`src/rtl/mem_bus_pkg.sv`:
```
// Shared definitions for the memory-bus controller.
//   state_e    : controller FSM encoding (IDLE, BUSY, RESP)
//   *_BASE/*_MASK : default memory map (data memory, IO, external window)
//   len_e      : access length codes issued by the processor MEM stage
//   idx_width(): width of a binary slave index for a given slave count
package mem_bus_pkg;

    typedef enum logic [1:0] {
        ST_IDLE = 2'd0,
        ST_BUSY = 2'd1,
        ST_RESP = 2'd2
    } state_e;

    // Default memory map: 256 B data memory, 32 B IO block, 256 B external window.
    localparam logic [31:0] DMEM_BASE = 32'h0000_0000;
    localparam logic [31:0] DMEM_MASK = 32'hFFFF_FF00;
    localparam logic [31:0] IO_BASE   = 32'h0000_0100;
    localparam logic [31:0] IO_MASK   = 32'hFFFF_FFE0;
    localparam logic [31:0] EXT_BASE  = 32'h0000_0200;
    localparam logic [31:0] EXT_MASK  = 32'hFFFF_FF00;

    // Length codes as produced by the processor; the controller only forwards them.
    typedef enum logic [2:0] {
        LEN_BYTE   = 3'b000,
        LEN_HALF   = 3'b001,
        LEN_WORD   = 3'b010,
        LEN_BYTE_U = 3'b100,
        LEN_HALF_U = 3'b101
    } len_e;

    function automatic int idx_width(input int n);
        return (n > 1) ? $clog2(n) : 1;
    endfunction

endpackage

```
`src/rtl/mem_bus_ctrl_if.sv`:
```
// Bus bundle between processor MEM stage, controller and slave devices.
//   m_* : processor side (request in, stall/response out of the controller)
//   s_* : device side (broadcast address/data, one-hot select, per-slave ack/data)
// Modports:
//   master : the controller, which masters the device bus and serves the processor
//   slave  : the surroundings (processor plus devices)
interface mem_bus_ctrl_if #(
    parameter int WIDTH    = 32,
    parameter int N_SLAVES = 3
) ();
    logic [WIDTH-1:0]          m_addr;
    logic [WIDTH-1:0]          m_wdata;
    logic [2:0]                m_len;
    logic                      m_rd;
    logic                      m_wr;
    logic                      m_stall;
    logic [WIDTH-1:0]          m_rdata;
    logic                      m_err;
    logic [WIDTH-1:0]          m_err_addr;

    logic [WIDTH-1:0]          s_addr;
    logic [WIDTH-1:0]          s_wdata;
    logic [2:0]                s_len;
    logic                      s_rd;
    logic                      s_wr;
    logic [N_SLAVES-1:0]       s_sel;
    logic [N_SLAVES-1:0]       s_ack;
    logic [N_SLAVES*WIDTH-1:0] s_rdata;

    modport master (
        input  m_addr, m_wdata, m_len, m_rd, m_wr, s_ack, s_rdata,
        output m_stall, m_rdata, m_err, m_err_addr,
               s_addr, s_wdata, s_len, s_rd, s_wr, s_sel
    );

    modport slave (
        output m_addr, m_wdata, m_len, m_rd, m_wr, s_ack, s_rdata,
        input  m_stall, m_rdata, m_err, m_err_addr,
               s_addr, s_wdata, s_len, s_rd, s_wr, s_sel
    );
endinterface

```
`src/rtl/mem_bus_decoder.sv`:
```
// Combinational address decoder.
//   addr       : address to decode
//   base_addrs : packed per-slave base addresses
//   masks      : packed per-slave address masks
//   hit        : some window matched
//   idx        : binary index of the matching slave; lowest index wins on overlap
module mem_bus_decoder
    import mem_bus_pkg::*;
#(
    parameter int WIDTH    = 32,
    parameter int N_SLAVES = 3,
    parameter int IDX_W    = idx_width(N_SLAVES)
) (
    input  logic [WIDTH-1:0]          addr,
    input  logic [N_SLAVES*WIDTH-1:0] base_addrs,
    input  logic [N_SLAVES*WIDTH-1:0] masks,
    output logic                      hit,
    output logic [IDX_W-1:0]          idx
);

    // Scanning from the top down lets the lowest matching index overwrite the rest.
    always_comb begin
        // NOTE: every output gets a default before the loop so no latch is inferred.
        hit = 1'b0;
        idx = '0;
        for (int i = N_SLAVES - 1; i >= 0; i--) begin
            if ((addr & masks[i*WIDTH +: WIDTH]) == base_addrs[i*WIDTH +: WIDTH]) begin
                hit = 1'b1;
                idx = IDX_W'(i);
            end
        end
    end

endmodule

```
`src/rtl/mem_bus_ctrl.sv`:
```
// Memory-mapped bus controller between the processor MEM stage and N slaves.
// Decodes the request address, selects one slave, waits for its acknowledge
// (or a timeout) and returns registered read data or an error for one cycle.
//   CLK : system clock
//   RST : synchronous active-high reset
//   bus : mem_bus_ctrl_if.master (processor request/response and device bus)
module mem_bus_ctrl
    import mem_bus_pkg::*;
#(
    parameter int                        WIDTH      = 32,
    parameter int                        N_SLAVES   = 3,
    parameter logic [N_SLAVES*WIDTH-1:0] BASE_ADDRS = {EXT_BASE, IO_BASE, DMEM_BASE},
    parameter logic [N_SLAVES*WIDTH-1:0] ADDR_MASKS = {EXT_MASK, IO_MASK, DMEM_MASK},
    parameter int                        TIMEOUT    = 15
) (
    input  logic           CLK,
    input  logic           RST,
    mem_bus_ctrl_if.master bus
);

    localparam int IDX_W = idx_width(N_SLAVES);
    localparam int CNT_W = $clog2(TIMEOUT + 1);

    state_e              state;
    state_e              state_nxt;

    logic                hit;
    logic [IDX_W-1:0]    hit_idx;

    logic [WIDTH-1:0]    lat_addr;
    logic [WIDTH-1:0]    lat_wdata;
    logic [2:0]          lat_len;
    logic                lat_rd;
    logic                lat_wr;
    logic [IDX_W-1:0]    lat_idx;
    logic [CNT_W-1:0]    cnt;

    logic [WIDTH-1:0]    rdata_q;
    logic                err_q;
    logic [WIDTH-1:0]    err_addr_q;

    logic                req;
    logic                req_bad;
    logic                sel_ack;
    logic                timed_out;
    logic [N_SLAVES-1:0] sel;

    mem_bus_decoder #(
        .WIDTH    (WIDTH),
        .N_SLAVES (N_SLAVES),
        .IDX_W    (IDX_W)
    ) u_decoder (
        .addr       (bus.m_addr),
        .base_addrs (BASE_ADDRS),
        .masks      (ADDR_MASKS),
        .hit        (hit),
        .idx        (hit_idx)
    );

    assign req       = bus.m_rd | bus.m_wr;
    // Conflicting strobes or an unmapped address never reach a slave.
    assign req_bad   = (bus.m_rd & bus.m_wr) | ~hit;
    // Only the selected slave's acknowledge counts.
    assign sel_ack   = bus.s_ack[lat_idx];
    // cnt holds the number of BUSY cycles already completed, so this fires in
    // the TIMEOUT-th BUSY cycle.
    assign timed_out = (cnt == CNT_W'(TIMEOUT - 1));

    // State register.
    always_ff @(posedge CLK) begin
        // NOTE: sequential state uses non-blocking assignments so every register
        // samples the pre-edge values of the others.
        if (RST) begin
            state <= ST_IDLE;
        end else begin
            state <= state_nxt;
        end
    end

    // Next-state logic.
    always_comb begin
        state_nxt = state;
        case (state)
            ST_IDLE: begin
                if (req) begin
                    state_nxt = req_bad ? ST_RESP : ST_BUSY;
                end
            end
            ST_BUSY: begin
                if (sel_ack || timed_out) begin
                    state_nxt = ST_RESP;
                end
            end
            default: state_nxt = ST_IDLE;
        endcase
    end

    // Request latch, wait counter and response registers.
    always_ff @(posedge CLK) begin
        if (RST) begin
            lat_addr   <= '0;
            lat_wdata  <= '0;
            lat_len    <= '0;
            lat_rd     <= 1'b0;
            lat_wr     <= 1'b0;
            lat_idx    <= '0;
            cnt        <= '0;
            rdata_q    <= '0;
            err_q      <= 1'b0;
            err_addr_q <= '0;
        end else begin
            // Response strobes live for the RESP cycle only.
            rdata_q <= '0;
            err_q   <= 1'b0;
            case (state)
                ST_IDLE: begin
                    if (req) begin
                        if (req_bad) begin
                            err_q      <= 1'b1;
                            err_addr_q <= bus.m_addr;
                        end else begin
                            lat_addr  <= bus.m_addr;
                            lat_wdata <= bus.m_wdata;
                            lat_len   <= bus.m_len;
                            lat_rd    <= bus.m_rd;
                            lat_wr    <= bus.m_wr;
                            lat_idx   <= hit_idx;
                            cnt       <= '0;
                        end
                    end
                end
                ST_BUSY: begin
                    if (cnt != CNT_W'(TIMEOUT)) begin
                        cnt <= cnt + 1'b1;
                    end
                    // Acknowledge takes priority over a coincident timeout.
                    if (sel_ack) begin
                        rdata_q <= lat_rd ? bus.s_rdata[lat_idx*WIDTH +: WIDTH] : '0;
                    end else if (timed_out) begin
                        err_q      <= 1'b1;
                        err_addr_q <= lat_addr;
                    end
                end
                default: ;
            endcase
        end
    end

    // Select follows the state directly, so it drops on the same edge as a reset.
    always_comb begin
        sel = '0;
        if (state == ST_BUSY) begin
            sel[lat_idx] = 1'b1;
        end
    end

    assign bus.m_stall    = req && (state != ST_RESP);
    assign bus.m_rdata    = rdata_q;
    assign bus.m_err      = err_q;
    assign bus.m_err_addr = err_addr_q;

    assign bus.s_addr     = lat_addr;
    assign bus.s_wdata    = lat_wdata;
    assign bus.s_len      = lat_len;
    assign bus.s_rd       = (state == ST_BUSY) && lat_rd;
    assign bus.s_wr       = (state == ST_BUSY) && lat_wr;
    assign bus.s_sel      = sel;

endmodule

```
`src/flat_wrapper.sv`:
```
// flat-port wrapper written by rule: the top's interface ports become plain ports
module mem_bus_ctrl_flat import mem_bus_pkg::*;
#(
    parameter int                        WIDTH      = 32,
    parameter int                        N_SLAVES   = 3,
    parameter logic [N_SLAVES*WIDTH-1:0] BASE_ADDRS = {EXT_BASE, IO_BASE, DMEM_BASE},
    parameter logic [N_SLAVES*WIDTH-1:0] ADDR_MASKS = {EXT_MASK, IO_MASK, DMEM_MASK},
    parameter int                        TIMEOUT    = 15
)
  (CLK, RST, bus_m_addr, bus_m_wdata, bus_m_len, bus_m_rd, bus_m_wr, bus_s_ack, bus_s_rdata, bus_m_stall, bus_m_rdata, bus_m_err, bus_m_err_addr, bus_s_addr, bus_s_wdata, bus_s_len, bus_s_rd, bus_s_wr, bus_s_sel);
  mem_bus_ctrl_if #(.WIDTH(WIDTH), .N_SLAVES(N_SLAVES)) bus_i ();
  input  logic CLK;
  input  logic RST;
  input wire logic [$bits(bus_i.m_addr)-1:0] bus_m_addr;
  input wire logic [$bits(bus_i.m_wdata)-1:0] bus_m_wdata;
  input wire logic [$bits(bus_i.m_len)-1:0] bus_m_len;
  input wire logic [$bits(bus_i.m_rd)-1:0] bus_m_rd;
  input wire logic [$bits(bus_i.m_wr)-1:0] bus_m_wr;
  input wire logic [$bits(bus_i.s_ack)-1:0] bus_s_ack;
  input wire logic [$bits(bus_i.s_rdata)-1:0] bus_s_rdata;
  output wire logic [$bits(bus_i.m_stall)-1:0] bus_m_stall;
  output wire logic [$bits(bus_i.m_rdata)-1:0] bus_m_rdata;
  output wire logic [$bits(bus_i.m_err)-1:0] bus_m_err;
  output wire logic [$bits(bus_i.m_err_addr)-1:0] bus_m_err_addr;
  output wire logic [$bits(bus_i.s_addr)-1:0] bus_s_addr;
  output wire logic [$bits(bus_i.s_wdata)-1:0] bus_s_wdata;
  output wire logic [$bits(bus_i.s_len)-1:0] bus_s_len;
  output wire logic [$bits(bus_i.s_rd)-1:0] bus_s_rd;
  output wire logic [$bits(bus_i.s_wr)-1:0] bus_s_wr;
  output wire logic [$bits(bus_i.s_sel)-1:0] bus_s_sel;
  assign bus_i.m_addr = bus_m_addr;
  assign bus_i.m_wdata = bus_m_wdata;
  assign bus_i.m_len = bus_m_len;
  assign bus_i.m_rd = bus_m_rd;
  assign bus_i.m_wr = bus_m_wr;
  assign bus_i.s_ack = bus_s_ack;
  assign bus_i.s_rdata = bus_s_rdata;
  assign bus_m_stall = bus_i.m_stall;
  assign bus_m_rdata = bus_i.m_rdata;
  assign bus_m_err = bus_i.m_err;
  assign bus_m_err_addr = bus_i.m_err_addr;
  assign bus_s_addr = bus_i.s_addr;
  assign bus_s_wdata = bus_i.s_wdata;
  assign bus_s_len = bus_i.s_len;
  assign bus_s_rd = bus_i.s_rd;
  assign bus_s_wr = bus_i.s_wr;
  assign bus_s_sel = bus_i.s_sel;
  mem_bus_ctrl #(.WIDTH(WIDTH), .N_SLAVES(N_SLAVES), .BASE_ADDRS(BASE_ADDRS), .ADDR_MASKS(ADDR_MASKS), .TIMEOUT(TIMEOUT)) u_core (.CLK(CLK), .RST(RST), .bus(bus_i));
endmodule
```
`config.mk`:
```
export PLATFORM = sky130hd
export DESIGN_NAME = mem_bus_ctrl_flat
export DESIGN_NICKNAME = d
export VERILOG_FILES = /design/src/rtl/mem_bus_pkg.sv /design/src/rtl/mem_bus_ctrl_if.sv /design/src/rtl/mem_bus_decoder.sv /design/src/rtl/mem_bus_ctrl.sv /design/src/flat_wrapper.sv
export SDC_FILE = /design/constraint.sdc
export NUM_CORES = 1
export LEC_CHECK = 0
export CAP_MARGIN = 20
export CORE_MARGIN = 2
export CORE_UTILIZATION = 40
export DETAILED_ROUTE_END_ITERATION = 10
export PLACE_DENSITY = 0.76
export SLEW_MARGIN = 0
export SYNTH_ARGS = -nofsm -noshare
export SYNTH_HDL_FRONTEND = slang
export SYNTH_HIERARCHICAL = 1
export SYNTH_SLANG_ARGS = --single-unit
```
`constraint.sdc`:
```
create_clock -name CLK -period 3 [get_ports CLK]
set_input_delay 0.6 -clock CLK [delete_from_list [all_inputs] [get_ports CLK]]
set_output_delay 0.6 -clock CLK [all_outputs]
set_load 0.05 [all_outputs]
```
# ---- After elaboration in Yosys (flattened, before gate mapping)
# Cells that the tools add are included.
dict set report word_totals {
  regBits 142
  in_bits 170
  elab_cells 78
  out_inout_bits 138
}
dict set report classes {
  addsub 1
  bitwise 8
  n_reduce_logical 13
  muxes 29
  n_shift 1
  n_lt_le_gt_ge 2
  eq_ne 13
}
# operator n
set ops {}
lappend ops {{two-way mux 32 bit} 4}
lappend ops {{indexed part select 96 x 8 -> 32 bit} 1}
lappend ops {{case mux 32 bit (2 select lines)} 1}
lappend ops {{logical NOT 32 bit} 1}
lappend ops {{== test 27 x 4 -> 1 bit (second input constant)} 1}
lappend ops {{== test 24 x 2 -> 1 bit (second input constant)} 1}
lappend ops {{two-way mux 2 bit} 6}
lappend ops {{two-way mux 4 bit} 3}
lappend ops {{!= test 2 x 1 -> 1 bit (second input constant)} 5}
lappend ops {{two-way mux 1 bit} 9}
lappend ops {{case mux 4 bit (2 select lines)} 1}
lappend ops {{!= test 2 bit (second input constant)} 3}
lappend ops {{NOT 1 bit} 5}
lappend ops {{AND reduction 5 bit} 1}
lappend ops {{adder 4 x 1 -> 4 bit (second input constant)} 1}
lappend ops {{== test 4 bit (second input constant)} 1}
lappend ops {{logical AND 1 bit} 4}
lappend ops {{!= test 4 bit (second input constant)} 1}
lappend ops {{case mux 2 bit (2 select lines)} 1}
lappend ops {{AND reduction 4 bit} 1}
lappend ops {{OR reduction 4 bit} 1}
lappend ops {{< comparator 2 x 3 -> 1 bit (second input constant)} 1}
lappend ops {{two-way mux 3 bit} 1}
lappend ops {{AND reduction 3 bit} 1}
lappend ops {{11 further kinds} 12}

# ---- Logic depth before layout (Yosys ltp)
# Gate-level depths: netlist (run 1).
dict set report logic_depth {
  depth_word 9
  ltp_mapped 11
  ltp_nobuf 9
}

# ---- Hierarchy
# The synthesis (run 1) kept the hierarchy.
# module cells_each area_each_um2 seq_area_each_um2 n_inst
set modules_own_cells {}
lappend modules_own_cells {mem_bus_ctrl 727 6023.3 2842.7 1}
lappend modules_own_cells {mem_bus_decoder 258 1759.2 0.0 1}

# ---- Least setup slack after synthesis (run 1)
# Ideal clock, no wire load.
dict set report synth_timing {
  path_type {input-to-reg}
  startpoint {input bus_m_addr[18]}
  endpoint {register u_core.cnt[2]}
  t_arrival_ns 2.884
  path_slack_ns 0.056
  setup_ns 0.060
  path_stages 9
  required_time_ns 2.940
  path_buffers 0
  cell_sequence {and3b_1 > a211oi_1 > nand4_1 > or4_1 > or3b_1 > nor3b_2 > a22oi_1 > or4b_2 > nand2_1}
}
dict set report synth_between {
  elab_chain_len 8
  elab_cells_between_ends 10
  cone_classes {eq/ne: 3; mux: 3; bitwise: 2; reduce/logical: 2}
}
# element line_no
set synth_rtl {}
lappend synth_rtl {{from (decl)} flat_wrapper.sv:14} ;# input wire logic [$bits(bus_i.m_addr)-1:0] bus_m_addr;
lappend synth_rtl {{== test 24 x 2 -> 1 bit} mem_bus_decoder.sv:27} ;# if ((addr & masks[i*WIDTH +: WIDTH]) == base_addrs[i*WIDTH +: WIDTH]) begin
lappend synth_rtl {{two-way mux 1 bit (2 in a row)} mem_bus_decoder.sv:27}
lappend synth_rtl {{two-way mux 1 bit *} mem_bus_decoder.sv:27}
lappend synth_rtl {{via u_core.hit} mem_bus_ctrl.sv:27} ;# logic hit;
lappend synth_rtl {{NOT 1 bit *} mem_bus_ctrl.sv:62} ;# assign req_bad = (bus.m_rd & bus.m_wr) | ~hit;
lappend synth_rtl {{OR 1 bit *} mem_bus_ctrl.sv:62}
lappend synth_rtl {{!= test 2 bit (no line) *} --}
lappend synth_rtl {{AND reduction 4 bit (no line) *} --}
lappend synth_rtl {{to (signal assigned)} mem_bus_ctrl.sv:134} ;# cnt <= cnt + 1'b1;
lappend synth_rtl {{to (decl)} mem_bus_ctrl.sv:36} ;# logic [CNT_W-1:0] cnt;
# Mark *: on every way through the listed nets, which the timed path passes. The rest lies on a longest branch.
# A chain may end at the register's enable or synchronous reset.

# ---- Worst setup path after layout (run 1)
dict set report layout_timing {
  startpoint {input bus_m_addr[11]}
  endpoint {register u_core.err_addr_q[3], in the netlist u_core/bus.m_err_addr[3]}
}
dict set report layout_between {
  elab_chain_len 8
  elab_cells_between_ends 10
  cone_classes {eq/ne: 3; mux: 3; bitwise: 2; reduce/logical: 2}
}
# element line_no
set layout_rtl {}
lappend layout_rtl {{== test 24 x 2 -> 1 bit} mem_bus_decoder.sv:27}
lappend layout_rtl {{two-way mux 1 bit (2 in a row)} mem_bus_decoder.sv:27}
lappend layout_rtl {{two-way mux 1 bit *} mem_bus_decoder.sv:27}
lappend layout_rtl {{via u_core.hit} mem_bus_ctrl.sv:27}
lappend layout_rtl {{NOT 1 bit *} mem_bus_ctrl.sv:62}
lappend layout_rtl {{OR 1 bit *} mem_bus_ctrl.sv:62}
lappend layout_rtl {{!= test 2 x 1 -> 1 bit (no line) *} --}
lappend layout_rtl {{AND reduction 5 bit (no line) *} --}
lappend layout_rtl {{to (signal assigned)} mem_bus_ctrl.sv:120} ;# err_addr_q <= bus.m_addr;
lappend layout_rtl {{to (signal assigned)} mem_bus_ctrl.sv:141} ;# err_addr_q <= lat_addr;
lappend layout_rtl {{to (decl)} mem_bus_ctrl.sv:40} ;# logic [WIDTH-1:0] err_addr_q;
# Marks and branches as above.

==> results of run 1 <==
what timing repair did:
item	4_1_cts	5_1_grt
cloned	0	1
setup buffers	0	1
pin swaps	4	8
endpoints found under the setup margin	104	109
gates resized for setup	28	20
power breakdown:
part / switching, W / internal [W] / total [W]
clock: 0.000912 / 0.00126 / 0.00218
combinational: 0.000467 / 0.000441 / 0.000908
sequential: 0.0000323 / 0.00192 / 0.00195
total: 0.00141 / 0.00362 / 0.00504
critical path, stage by stage:
cell and delay (ns):
sky130_fd_sc_hd__clkdlybuf4s50_1 0.50, sky130_fd_sc_hd__buf_4 0.16, sky130_fd_sc_hd__and3b_1 0.19, sky130_fd_sc_hd__a211oi_2 0.05, sky130_fd_sc_hd__nand4_1 0.11, sky130_fd_sc_hd__nor4_2 0.04
sky130_fd_sc_hd__buf_4 0.14, sky130_fd_sc_hd__or3b_4 0.42, sky130_fd_sc_hd__a21boi_2 0.18, sky130_fd_sc_hd__o311a_1 0.37, sky130_fd_sc_hd__buf_12 0.18, sky130_fd_sc_hd__a22oi_1 0.20
sky130_fd_sc_hd__o21ai_1 0.13
sequential cells by signal (all words and copies together), names as in the netlist:
signal                 flops
u_core/bus.m_err_addr     32
u_core/bus.m_rdata        32
u_core/bus.s_addr         32
u_core/bus.s_wdata        32
u_core/cnt                 4
u_core/bus.s_len           3
u_core/lat_idx             2
u_core/state               2
u_core/bus.m_err           1
u_core/lat_rd              1
u_core/lat_wr              1
path summary, 6_finish.rpt:
check                           depth (start not counted)  slack, ns                        to
worst max-delay path                                   13     -0.002  u_core/bus.m_err_addr[3]
worst min register to register                          2       0.45     u_core/bus.s_wdata[4]
worst max register to register                          6       0.87  u_core/bus.m_err_addr[3]
worst min-delay path                                    2       0.45     u_core/bus.s_wdata[4]
cell type report:
class | count | area, um^2
Tap cell | 265 | 332
Inverter | 5 | 18.8
Sequential cell | 142 | 2840
Multi-Input combinational cell | 1164 | 6200
Fill cell | 1648 | 5610
Antenna cell | 4 | 10.0
Clock buffer | 18 | 439
Clock inverter | 12 | 149
Timing Repair Buffer | 373 | 3670
logic make-up (layout without fill, tap and decap cells):
| logic type | after synthesis | in the layout | share of synthesized area, % |
|---|---|---|---|
| adder cells (fa/ha/maj) | 2 | 2 | 0.321 |
| AO/OA/AOI/OAI | 326 | 326 | 26.2 |
| multiplexers | 65 | 65 | 8.42 |
| flip-flops | 142 | 142 | 36.5 |
| XOR/XNOR | 2 | 2 | 0.225 |
| AND/OR/NAND/NOR | 385 | 385 | 24.7 |
| buffers and inverters | 61 | 408 | 3.44 |
| other | 2 | 388 | 0.0965 |
metal layers:
layer / wire, um / up-vias / GRT usage, %
met1: 12300 / 4130 / 33.0
met4: 516 / 0 / 7.53
met3: 2240 / 31 / 7.16
met2: 14700 / 319 / 47.2
met5: 0 / - / 0
li1: - / 4613 / -
per-stage QoR:
step	power (W)	cells	TNS (ns)	utilization [%]	setup WS [ns]
3_5_place_dp	0.00287	1947	-55.57	67.2	-0.626
3_3_place_gp	0.00286	1947	-47.85	67.2	-0.548
2_1_floorplan	0.00241	1367	0	-	0.0562
5_1_grt	0.00523	1983	-2.53	70.9	-0.0929
4_1_cts	0.00504	1977	0	70.3	0.00138
6_report	0.00504	1983	-0.00185	70.9	-0.00185
placed cells by master, fill, tap and decap left out, types with 5 or more instances in the layout:
| master | instances |
|---|---|
| sky130_fd_sc_hd__conb_1 | 384 |
| sky130_fd_sc_hd__nand3_1 | 27 |
| sky130_fd_sc_hd__nor2b_1 | 33 |
| sky130_fd_sc_hd__a21o_1 | 24 |
| sky130_fd_sc_hd__inv_6 | 6 |
| sky130_fd_sc_hd__and3_1 | 48 |
| sky130_fd_sc_hd__inv_1 | 5 |
| sky130_fd_sc_hd__mux2i_1 | 64 |
| sky130_fd_sc_hd__nor2_1 | 70 |
| sky130_fd_sc_hd__o21ai_1 | 32 |
| sky130_fd_sc_hd__and3b_1 | 24 |
| sky130_fd_sc_hd__nand4_1 | 12 |
| sky130_fd_sc_hd__dlygate4sd2_1 | 18 |
| sky130_fd_sc_hd__a211oi_2 | 10 |
| sky130_fd_sc_hd__a21boi_0 | 23 |
| sky130_fd_sc_hd__nand2_1 | 143 |
| sky130_fd_sc_hd__clkdlybuf4s50_1 | 278 |
| sky130_fd_sc_hd__dfxtp_1 | 141 |
| sky130_fd_sc_hd__a21oi_1 | 152 |
| sky130_fd_sc_hd__o22a_1 | 24 |
| sky130_fd_sc_hd__a211oi_1 | 14 |
| sky130_fd_sc_hd__clkbuf_16 | 18 |
| sky130_fd_sc_hd__buf_12 | 8 |
| sky130_fd_sc_hd__a22oi_1 | 33 |
| sky130_fd_sc_hd__buf_4 | 59 |
==> flow_metrics.tcl, run 1 <==
set metrics [dict create \
    clk_pin_slew_ns 0.06 \
    drt_iter0_drc 475 \
    netlist_cell_types 47 \
    synth_area_per_cell_um2 7.90 \
    die_x_um 143 \
    final.min_clock_period_ns 3.00 \
    yosys_warnings 6 \
    grt_start_max_net_pins 53 \
    setup_slack_ns -0.00185 \
    synth_seq_area_share_pct 36.5 \
    endpoint_kind "register" \
    grt.overflow.total 0 \
    ys.flop_type "sky130_fd_sc_hd__dfxtp_1" \
    yosys.cell_count.top_type "sky130_fd_sc_hd__a21oi_1" \
    timing_max_transition_violations_final 0 \
    critPathLaunch "bus_m_addr[11]" \
    data_arrival_time_of_the_worst_path_ns 3.29 \
    hp-class "reg -> reg" \
    synth_top_cell_area_share_pct 36.5 \
    number_of_enable_flip_flop_cells_after_synthesis 0 \
    numCtsBuffers 17 \
    synth.area.top_cells "sky130_fd_sc_hd__dfxtp_1 (37%), sky130_fd_sc_hd__a21oi_1 (9.9%), sky130_fd_sc_hd__mux2i_1 (8.2%), sky130_fd_sc_hd__nand2_1 (6.9%), sky130_fd_sc_hd__and3_1 (3.9%)" \
    max_cap_violations 0 \
    cellLeakagePower_nw 5.91 \
    finalSetupViolCount 1 \
    power.density_mw_per_mm2 369 \
    worst_r2r_startpoint "u_core/lat_idx[1]" \
    cts-root-buf "sky130_fd_sc_hd__clkbuf_16" \
    tritoncts_num_sinks 142 \
    synthesized_netlist_cell_count 985 \
    flow.area_growth_from_synthesis_pct 75.5 \
    insertion_delay_ns 0.42 \
    clockBufferDepth 2 \
    worst_clock_skew_ns 0.0116 \
    total_half_perimeter_wirelength_after_legalization_and_detailed_placement_um 22000 \
    detail_route.vias_per_cell 4.59 \
    post_synth_most_frequent_cells "sky130_fd_sc_hd__a21oi_1 (154), sky130_fd_sc_hd__nand2_1 (144), sky130_fd_sc_hd__dfxtp_1 (142), sky130_fd_sc_hd__nor2_1 (70), sky130_fd_sc_hd__mux2i_1 (64)" \
    timing.final.hold_violations 0 \
    final_layout_size_suffix_gt1_share_pct 7.88 \
    wirelength_um 29700 \
    grt_first_pass_wirelength_um 43500 \
    i_o_pins 308 \
    violations "setup timing" \
    timing_worst_slew_pin_value_ns 0.684 \
    fp.dieH_um 143 \
    fmaxAchievable_ghz 0.333 \
    wl_per_cell_um 15.0 \
    min_from "u_core/bus.s_wdata[4]" \
    cts_tree "yes" \
    outcome "complete, but fails checks" \
    ctsHtreeMaxLevel 4 \
    final_area_mm2 0.0137 \
    groute.usage.overall_pct 27.1 \
    dr.pass1.iters 5 \
    io_buffer_count 307 \
    finish.net_count 1875 \
    floorplan.die_area_mm2 0.0206 \
    route.vias.total 9093 \
    place_congestion 0.843 \
    first_global_vias 8210 \
    synth.largest_area_cell "sky130_fd_sc_hd__dfxtp_1" \
    antenna_violations_before_repair 4 \
    final_worst_path_period_share_pct 100 \
    dpl-instance-area_mm2 0.0129 \
    maxSlewHeadroom_pct 54.3 \
    criticalPathCategory "in -> reg" \
    irDropWorstVdd_mv 0.403 \
    fp-row-count 51 \
    worst_hold_margin_ns 0.455 \
    hold_buffers 0 \
    post_synth_instance_area_mm2 0.00778 \
    maximum_fanout_encountered_on_the_critical_timing_path 19 \
    detail-route-antenna-nets 0 \
    drc 0 \
    synth-seq-cells 142 \
    initial_utilization_pct 40.4 \
    core_area_mm2 0.0193 \
    cp.required_ns 3.28 \
    start_kind "input pin" \
    asyncSetResetFlopFracSynth_pct 0 \
]
(Power assumes the default switching activity.)
==> run 2, diff against run 1 <==
Settings changed: ABC_CLOCK_PERIOD_IN_PS from default to 3000.
==> results of run 2 <==
Final layout, timing and power as in run 1 (identical DEF).
